<file path="config.mk">
export PLATFORM = sky130hd
export DESIGN_NAME = input_debouncer
export DESIGN_NICKNAME = d
export VERILOG_FILES = /design/src/rtl/input_debouncer.sv
export SDC_FILE = /design/constraint.sdc
export NUM_CORES = 1
export LEC_CHECK = 0
export CORE_AREA = 2 2 39 41
export CTS_BUF_LIST = sky130_fd_sc_hd__clkbuf_4 sky130_fd_sc_hd__clkbuf_8
export CTS_CLUSTER_SIZE = 24
export DETAILED_ROUTE_END_ITERATION = 10
export DIE_AREA = 0 0 41 43
export GPL_ROUTABILITY_DRIVEN = 0
export PLACE_DENSITY = 0.6
export SLEW_MARGIN = 10
export SYNTH_ARGS = -nofsm -noshare
export SYNTH_HDL_FRONTEND = slang
export SYNTH_SLANG_ARGS = --single-unit
export TNS_END_PERCENT = 1
</file>
<file path="constraint.sdc">
create_clock -name clk -period 1.25 [get_ports clk]
set_input_delay 0.25 -clock clk [delete_from_list [all_inputs] [get_ports clk]]
set_output_delay 0.25 -clock clk [all_outputs]
set_load 0.03 [all_outputs]
</file>
<file path="src/rtl/input_debouncer.sv">
// input_debouncer: synchroniser plus counter-based debounce FSM producing a glitch-free clean_out.
// Optional aborted-transition counter enabled by INPUT_DEBOUNCER_GLITCH_CNT_EN.
module input_debouncer #(
  parameter int SYNC_STAGES     = 2,
  parameter int DEBOUNCE_CYCLES = 16,
  parameter int GLITCH_CNT_W    = 8
) (
  input  logic clk,
  input  logic resetn,
  input  logic noisy_in,
  input  logic enable,
  output logic clean_out,
  output logic busy
`ifdef INPUT_DEBOUNCER_GLITCH_CNT_EN
  ,
  input  logic                    glitch_clr,
  output logic [GLITCH_CNT_W-1:0] glitch_cnt
`endif
);
  localparam int CNT_W = DEBOUNCE_CYCLES > 1 ? $clog2(DEBOUNCE_CYCLES) : 1;
  localparam logic [CNT_W-1:0] CNT_MAX = CNT_W'(DEBOUNCE_CYCLES - 1);
  if (SYNC_STAGES < 2 || DEBOUNCE_CYCLES < 1 || GLITCH_CNT_W < 1) begin : g_bad_params
    $error("input_debouncer: illegal parameter value");
  end
  // Encoding {clean, checking}: outputs come straight off the state flops
  typedef enum logic [1:0] {
    S_LOW    = 2'b00,
    S_CHK_HI = 2'b01,
    S_HIGH   = 2'b10,
    S_CHK_LO = 2'b11
  } state_t;
  state_t state, state_n;
  logic [SYNC_STAGES-1:0] sync;
  logic [CNT_W-1:0] cnt, cnt_n;
  logic sync_in;
  assign sync_in = sync[SYNC_STAGES-1];
  always_ff @(posedge clk or negedge resetn) begin
    if (!resetn) begin
      sync  <= '0;
      state <= S_LOW;
      cnt   <= '0;
    end else begin
      sync  <= {sync[SYNC_STAGES-2:0], noisy_in};
      state <= state_n;
      cnt   <= cnt_n;
    end
  end
  always_comb begin
    state_n = state;
    cnt_n   = cnt;
    case (state)
      S_LOW: if (enable && sync_in) begin
        state_n = S_CHK_HI;
        cnt_n   = '0;
      end
      S_HIGH: if (enable && !sync_in) begin
        state_n = S_CHK_LO;
        cnt_n   = '0;
      end
      S_CHK_HI: if (!enable) state_n = S_LOW;
        else if (!sync_in) begin
          state_n = S_LOW;
          cnt_n   = '0;
        end else if (cnt == CNT_MAX) state_n = S_HIGH;
        else cnt_n = cnt + 1'b1;
      default: if (!enable) state_n = S_HIGH;
        else if (sync_in) begin
          state_n = S_HIGH;
          cnt_n   = '0;
        end else if (cnt == CNT_MAX) state_n = S_LOW;
        else cnt_n = cnt + 1'b1;
    endcase
  end
  always_comb begin
    clean_out = state[1];
    busy      = state[0];
  end
`ifdef INPUT_DEBOUNCER_GLITCH_CNT_EN
  // A glitch is the input reverting to the current clean level while checking
  logic glitch;
  assign glitch = enable && state[0] && (sync_in == state[1]);
  always_ff @(posedge clk or negedge resetn) begin
    if (!resetn) glitch_cnt <= '0;
    else if (glitch_clr) glitch_cnt <= '0;
    else if (glitch && !(&glitch_cnt)) glitch_cnt <= glitch_cnt + 1'b1;
  end
`endif
endmodule

</file>
Word level (Yosys, flattened, before mapping)
Index checks and enable logic that the tools add are counted.

Register bits: 8. Bits of input ports: 4. Output and inout port bits: 2. Word-level logic and storage cells: 36.

Add/subtract/negate cells: 1. Equality and inequality tests: 8. Mux-type cells: 17. Reduce and logical (&&, ||, !) cells: 7.

Operator list (count): 2-to-1 mux 4 bit (7); 2-to-1 mux 2 bit (8); case mux 4 bit (3 select lines) (1); AND reduction 4 bit (2); != test 2 bit (second input constant) (3); != test 6 x 1 -> 1 bit (second input constant) (1); case mux 2 bit (3 select lines) (1); adder 4 x 1 -> 4 bit (second input constant) (1); == test 4 bit (second input constant) (1); != test 4 bit (second input constant) (1); nonzero test 3 bit (1); == test 2 x 1 -> 1 bit (second input constant) (1); == test 2 bit (second input constant) (1); logical AND 1 bit (2); zero test 2 bit (1); zero test 1 bit (1).

Longest topological paths before layout
Gate-level depths: netlist (run 1).

Word-level depth: 5. Depth in mapped cells: 4. Depth with buffers taken out: 4.

Least setup slack after synthesis (run 1)
Ideal clock, no wire load.

Path type: reg2reg. From: register state[1]. To: register cnt[3]. Library setup time: 0.126 ns. Arrival: 1.237 ns. Required time: 1.124 ns. Path slack: -0.113 ns. Cell stages (with the launch flop): 4. Period minus slack after synthesis: 1.363 ns. Cells stage by stage: dfrtp_1 xor2_2 and2_2 a221o_1.

Word-level cells in the longest chain between the ends: 3.

Ends and longest elaborated chain: start: declaration (RTL line 32) `state_t state, state_n;`; start signal: assignment (RTL line 44) `state <= state_n;`; == test 2 bit, or another cell as far along (RTL line 51) `case (state)`; != test 2 bit (no line) or nonzero test 3 bit (tied branches); AND reduction 4 bit (no line); end signal: assignment (RTL line 45) `cnt <= cnt_n;`; end: declaration (RTL line 34) `logic [CNT_W-1:0] cnt, cnt_n;`.

Several ways; a longest one is shown, not always the timed one. A chain may end at the register's enable or synchronous reset.

Worst setup path after layout (run 1)
From: register cnt[0]. To: register cnt[3].

Word-level cells in the longest chain between the ends: 5.

Ends and longest elaborated chain (RTL line): adder 4 x 1 -> 4 bit or == test 4 bit (tied branches); 2-to-1 mux 4 bit (*) (64, 70); 2-to-1 mux 4 bit (on tied branches) (67, 61); 2-to-1 mux 4 bit (on tied branches) (66, 60); case mux 4 bit (3 select lines) (*) (51).

Mark *: on every way between the ends. The rest lies on a longest branch, timed or not. The select of a mux whose other input is x is not followed.

==> impl_metrics.py, run 1 <==
metrics = {
    "outcome": {
        "status": "finished, final reports clean",
    },
    "pwr": {
        "power.sequential.fraction_pct": 48.8,
        "comb_power_share_pct": 12.7,
        "int_power_mw": 0.4534,
        "swShare_pct": 21.18,
        "p_leak_nw": 0.2526,
        "power.share.clock_pct": 38.5,
        "peakVddDrop_mv": 0.6357,
        "p_per_area_nw_per_um2": 982.2,
        "switchingPower_mw": 0.1218,
    },
    "yosys": {
        "netlist_area_um2": 404.1,
        "synth_cells": 34,
        "syn_nets": 39,
        "part_of_the_yosys_area_used_for_sequential_elements_pct": 49.54,
        "synth_seq_cells": 8,
        "synth_cell_type_count": 20,
        "yosys_warnings": 0,
        "syn_area_per_cell_um2": 11.89,
    },
    "routing": {
        "detailedRoute.firstIterationViolations": 4,
        "via_count": 327,
        "drc_errors": 0,
        "final_antenna_net_count": 0,
        "post_detailed_routing_wire_length_um": 747,
        "post_drt_via_cell_ratio": 5.031,
        "wire_per_inst_um": 11.49,
        "number_of_search_and_repair_iterations_in_the_first_detailed_routing_pass": 4,
    },
    "die": {
        "fp.dieW_um": 41,
        "start_util_pct": 29.20,
        "die_area_um2": 1763,
        "core_footprint_um2": 1384,
        "design.portCount": 6,
        "core.rowCount": 14,
        "die_h_um": 43,
    },
    "final_layout": {
        "nets": 55,
        "drive_gt1_share_pct": 44.90,
        "antenna_cells": 0,
        "post_layout_nonfiller_instances": 65,
        "area_delta_synth_final_pct": 44.89,
        "core_occupancy_in_the_finished_layout_pct": 42.31,
    },
    "sta": {
        "finalClockSkew_ps": 5.210,
        "setup-violations-final": 0,
        "rsz0062_at_grt": "true",
        "period_needed_ps": 1240,
        "timing.max_slew.rel_slack_pct": 77.80,
        "layout_worst_path_cycle_share_pct": 99.23,
        "report.final.slew_viol_count": 0,
        "max_freq_mhz": 806.2,
        "transition_at_the_pin_with_the_smallest_max_transition_slack_ps": 331.9,
        "timing.final.hold_violations": 0,
    },
    "clocking": {
        "num_clock_sinks": 8,
        "post_cts.repair.setup_buffers": 0,
        "ctsRootBufferMaster": "clkbuf_4",
        "insertion_delay_ps": 250,
        "clock_path_buffers": 2,
        "number_of_hold_buffers_added_after_cts": 0,
        "clkSlewWorstSetupHoldPaths_ps": 50,
        "cts-buffers-inserted": 3,
        "h_tree_lvls": 1,
        "tritoncts_clock_tree": "built",
    },
    "global_routing": {
        "groute.usage.overall_pct": 11.61,
        "groute.layer.met3.usage_pct": 3.141,
        "grt_overflow": 0,
        "grt.met1_usage_pct": 17.85,
        "vias_in_the_first_global_route": 309,
        "grt_max_degree": 9,
        "met2_track_demand_over_resource_pct": 14.37,
        "grt_most_used_layer": "met1",
        "grt_first_pass_wirelength_um": 1359,
        "number_of_antenna_violations_at_the_first_check_in_global_routing": 0,
    },
    "placement": {
        "placement.io_buffers": 5,
        "dp_hpwl_um": 613.7,
        "post-place-cells": 61,
    },
    "critical_path": {
        "critPathKind": "reg2reg",
        "setup.worst_path.start_class": "flop",
        "worst-path-max-fanout": 5,
        "cp-end-kind": "flop",
        "cp_data_arrival_time_ps": 1370,
        "worst-endpoint-required_ps": 1380,
    },
    "flow_run": {
        "drv_cap": 0,
    },
    "worst_hold_path": {
        "worstHoldPathType": "in2async",
    },
}
per-layer routing:
layer	up-vias	share of wire [%]
met5	-	0
met4	0	0
met3	0	2.1
met2	8	50
met1	159	47
li1	160	-
final timing paths:
check	from	end	slack, ps	cells after the start
max in group asynchronous	resetn	state[0]	720	1
min in group clk	sync[0]	sync[1]	360	0
setup reg to reg	cnt[0]	cnt[3]	10	4
hold reg to reg	sync[0]	sync[1]	360	0
setup / recovery	cnt[0]	cnt[3]	10	4
hold / removal	resetn	sync[0]	270	1
cells in the mapped netlist:
cell type  count  area (µm²)
and2_2         1       7.510
mux2_2         1       11.26
nand2_1        2       7.510
a221o_1        1       10.01
and4_1         1       8.760
a31oi_1        2       12.51
o21ai_2        1       8.760
nand4_1        1       6.260
nand3_1        3       15.01
a21oi_1        1       5.000
and4bb_2       1       12.51
o21a_1         1       7.510
and3_1         1       6.260
xor2_2         1       16.27
or2b_1         1       7.510
ha_1           1       12.51
mux2i_1        1       10.01
dfrtp_1        8       200.2
o2bb2ai_1      3       26.28
nor2b_1        2       12.51
kinds of logic after synthesis:
logic type / share of synthesized area, %
adders and majority gates: 3.095
muxes: 5.263
AOI/OAI and AO/OA: 17.34
and+or+nand+nor: 20.75
DFF: 49.54
xor gates and xnor gates: 4.026
cell usage in the layout (no fill, tap or decap), types with 2 or more instances in the layout:
cell and count:
o2bb2ai_1 3, clkbuf_4 4, dfrtp_1 6, buf_4 5
nor2b_1 2, nand2_1 2, a31oi_1 2, clkdlybuf4s50_1 3
dfrtp_2 2, nand3_1 2, buf_6 3
stage by stage:
stage	area (µm²)	setup WS [ps]	power (mW)	setup TNS, ps	hold slack, ps
after floorplan	432.9	-14.60	0.3110	-24.65	-45.59
after detailed placement	543.0	-172.0	0.3535	-625.2	348.0
after global placement	543.0	-155.8	0.3510	-529.9	344.4
after CTS	580.6	0.3172	0.5907	0	265.5
final	585.6	9.609	0.5752	0	266.7
after global routing	585.6	-40.05	0.6158	-113.8	271.1
critical path, stage by stage (launching register included):
cell and delay, ps:
dfrtp_1 420, buf_6 140, nand4_1 80, and4bb_2 230, a221o_1 260
timing repair:
action | CTS | global route
pin swaps | 0 | 4
endpoints found under the setup margin | 1 | 5
cloned | 0 | 0
gates resized for setup | 2 | 2
flip-flops by register name, indices dropped and copies added (netlist names):
register	cells
state	2
cnt	4
sync	2
power groups by stage:
| stage | Combinational [mW] | Clock, mW | Sequential (mW) |
|---|---|---|---|
| 2_1_floorplan | 0.0224 | 0 | 0.289 |
| 3_3_place_gp | 0.0678 | 0 | 0.283 |
| 3_5_place_dp | 0.0698 | 0 | 0.284 |
| 4_1_cts | 0.0733 | 0.237 | 0.280 |
| 5_1_grt | 0.0799 | 0.254 | 0.282 |
| 6_report | 0.0728 | 0.222 | 0.281 |
area by class of cell:
| class | instances | area [µm²] |
|---|---|---|
| Fill cell | 136 | 798.3 |
| Multi-Input combinational cell | 26 | 231.5 |
| Sequential cell | 8 | 202.7 |
| Timing Repair Buffer | 11 | 101.3 |
| Clock buffer | 4 | 30.03 |
| Tap cell | 16 | 20.02 |
Power figures use the tool's default switching activity.
==> run 2, diff against run 1 <==
- CTS_BUF_LIST: sky130_fd_sc_hd__clkbuf_4 sky130_fd_sc_hd__clkbuf_8 -> default
- CTS_CLUSTER_SIZE: 24 -> 16
- PLACE_DENSITY: 0.6 -> 0.57
==> impl_metrics.py, run 2 (synthesized netlist as in run 1, its figures left out) <==
metrics = {
    "outcome": {
        "status": "finished, final reports clean",
    },
    "sta": {
        "timing.max_slew.rel_slack_pct": 76.06,
        "finalClockSkew_ps": 8.520,
        "timing.final.hold_violations": 0,
        "setup-violations-final": 0,
        "period_needed_ps": 1245,
        "report.final.slew_viol_count": 0,
        "fin_ws_ps": 5.204,
        "layout_worst_path_cycle_share_pct": 99.58,
        "rsz0062_at_grt": "true",
        "transition_at_the_pin_with_the_smallest_max_transition_slack_ps": 357.9,
        "max_freq_mhz": 803.3,
    },
    "placement": {
        "dp_slack_ps": -205.2,
        "dp_hpwl_um": 609.1,
        "placed_area_um2": 543.0,
        "placement.io_buffers": 5,
    },
    "worst_hold_path": {
        "worstHoldPathType": "in2async",
    },
    "routing": {
        "wire_per_inst_um": 13.09,
        "via_count": 323,
        "number_of_search_and_repair_iterations_in_the_first_detailed_routing_pass": 4,
        "post_drt_via_cell_ratio": 4.894,
        "final_antenna_net_count": 0,
        "post_detailed_routing_wire_length_um": 864,
        "detailedRoute.firstIterationViolations": 7,
        "drc_errors": 0,
    },
    "pwr": {
        "p_per_area_nw_per_um2": 938.6,
        "p_leak_nw": 0.2522,
        "peakVddDrop_mv": 0.4776,
    },
    "clocking": {
        "insertion_delay_ps": 250,
        "clock_path_buffers": 2,
        "tritoncts_clock_tree": "built",
        "cts-buffers-inserted": 3,
        "clkSlewWorstSetupHoldPaths_ps": 60,
        "num_clock_sinks": 8,
        "h_tree_lvls": 1,
        "ctsRootBufferMaster": "clkbuf_4",
    },
    "die": {
        "fp.dieW_um": 41,
        "die_area_um2": 1763,
        "design.portCount": 6,
        "core_footprint_um2": 1384,
        "die_h_um": 43,
        "core.rowCount": 14,
        "start_util_pct": 29.20,
    },
    "critical_path": {
        "cp-end-kind": "flop",
        "worst-endpoint-required_ps": 1380,
        "cp_data_arrival_time_ps": 1380,
        "setup.worst_path.start_class": "flop",
        "critPathKind": "reg2reg",
        "worst-path-max-fanout": 3,
        "chain_of_cells_forming_the_critical_path": "ha_4, and3_4, nand3_2, mux2_4",
        "max_stage_delay_ps": 430,
        "slowest_stage_cell_crit_path": "dfrtp_2",
    },
    "final_layout": {
        "largest_reg_flops": 4,
        "layout_common_cells": "buf_4, dfrtp_1",
        "regMostFlops": "cnt",
        "reg_top3": "cnt x4, state x2, sync x2",
        "area_delta_synth_final_pct": 48.30,
        "antenna_cells": 0,
        "drive_gt1_share_pct": 48.00,
        "design_area_um2": 599.3,
        "final_common_cell": "buf_4",
        "nets": 56,
    },
    "flow_run": {
        "drv_cap": 0,
    },
    "global_routing": {
        "number_of_antenna_violations_at_the_first_check_in_global_routing": 0,
        "groute.usage.overall_pct": 11.76,
        "grt_max_degree": 9,
        "vias_in_the_first_global_route": 320,
        "grt_first_pass_wirelength_um": 1373,
        "grt_overflow": 0,
    },
}
==> run 2: worst max-delay path, delay by kind of cell (launching register included) <==
family	cells	cell delay, ps
fa+ha+maj	1	180
mux	1	300
simple gates	2	220
flops	1	430
==> run 2: what timing repair did <==
action,CTS,global route
hold buffers,0,0
endpoints found under the setup margin,2,4
resized for setup,0,6
pin swaps,1,4
setup buffers,0,1
==> run 2: power by group <==
group	total [mW]	switching, mW	internal (mW)
Sequential	0.281	0.0118	0.269
Clock	0.206	0.0845	0.122
Combinational	0.0753	0.0335	0.0418
Total	0.563	0.130	0.433
==> run 2: through the flow <==
step                hold slack, ps  util (%)  instances  total power, mW  setup TNS (ps)
global route                 288.1     43.31         66           0.5974          -102.9
global placement             348.2     39.24         61           0.3512          -563.9
CTS                          278.0     41.14         65           0.5691          -4.027
finish                       273.9     43.31         66           0.5625               0
floorplan                   -45.59         -         34           0.3110          -24.65
detailed placement           339.6     39.24         61           0.3544          -702.1
==> run 2: cell type report <==
class	count	area (µm²)
Fill cell	137	784.5
Tap cell	16	20.02
Clock buffer	4	26.28
Multi-Input combinational cell	26	244.0
Sequential cell	8	203.9
Timing Repair Buffer	12	105.1
==> run 2: routing by layer <==
| layer | track usage, % | vias to the layer above | part of all wire [%] |
|---|---|---|---|
| met5 | 0 | - | 0 |
| met4 | 6.000 | 0 | 0 |
| met3 | 1.571 | 0 | 3.0 |
| met2 | 18.44 | 4 | 56 |
| met1 | 15.02 | 155 | 41 |
| li1 | - | 164 | - |
==> run 2: final timing paths <==
path	startpoint	to	slack [ps]	cells past startpoint
worst min register to register	sync[0]	sync[1]	340	0
worst max-delay path	cnt[1]	state[1]	5	4
worst max register to register	cnt[1]	state[1]	5	4
max in group asynchronous	resetn	cnt[1]	680	1
worst min-delay path	resetn	sync[1]	270	1
min in group clk	sync[0]	sync[1]	340	0
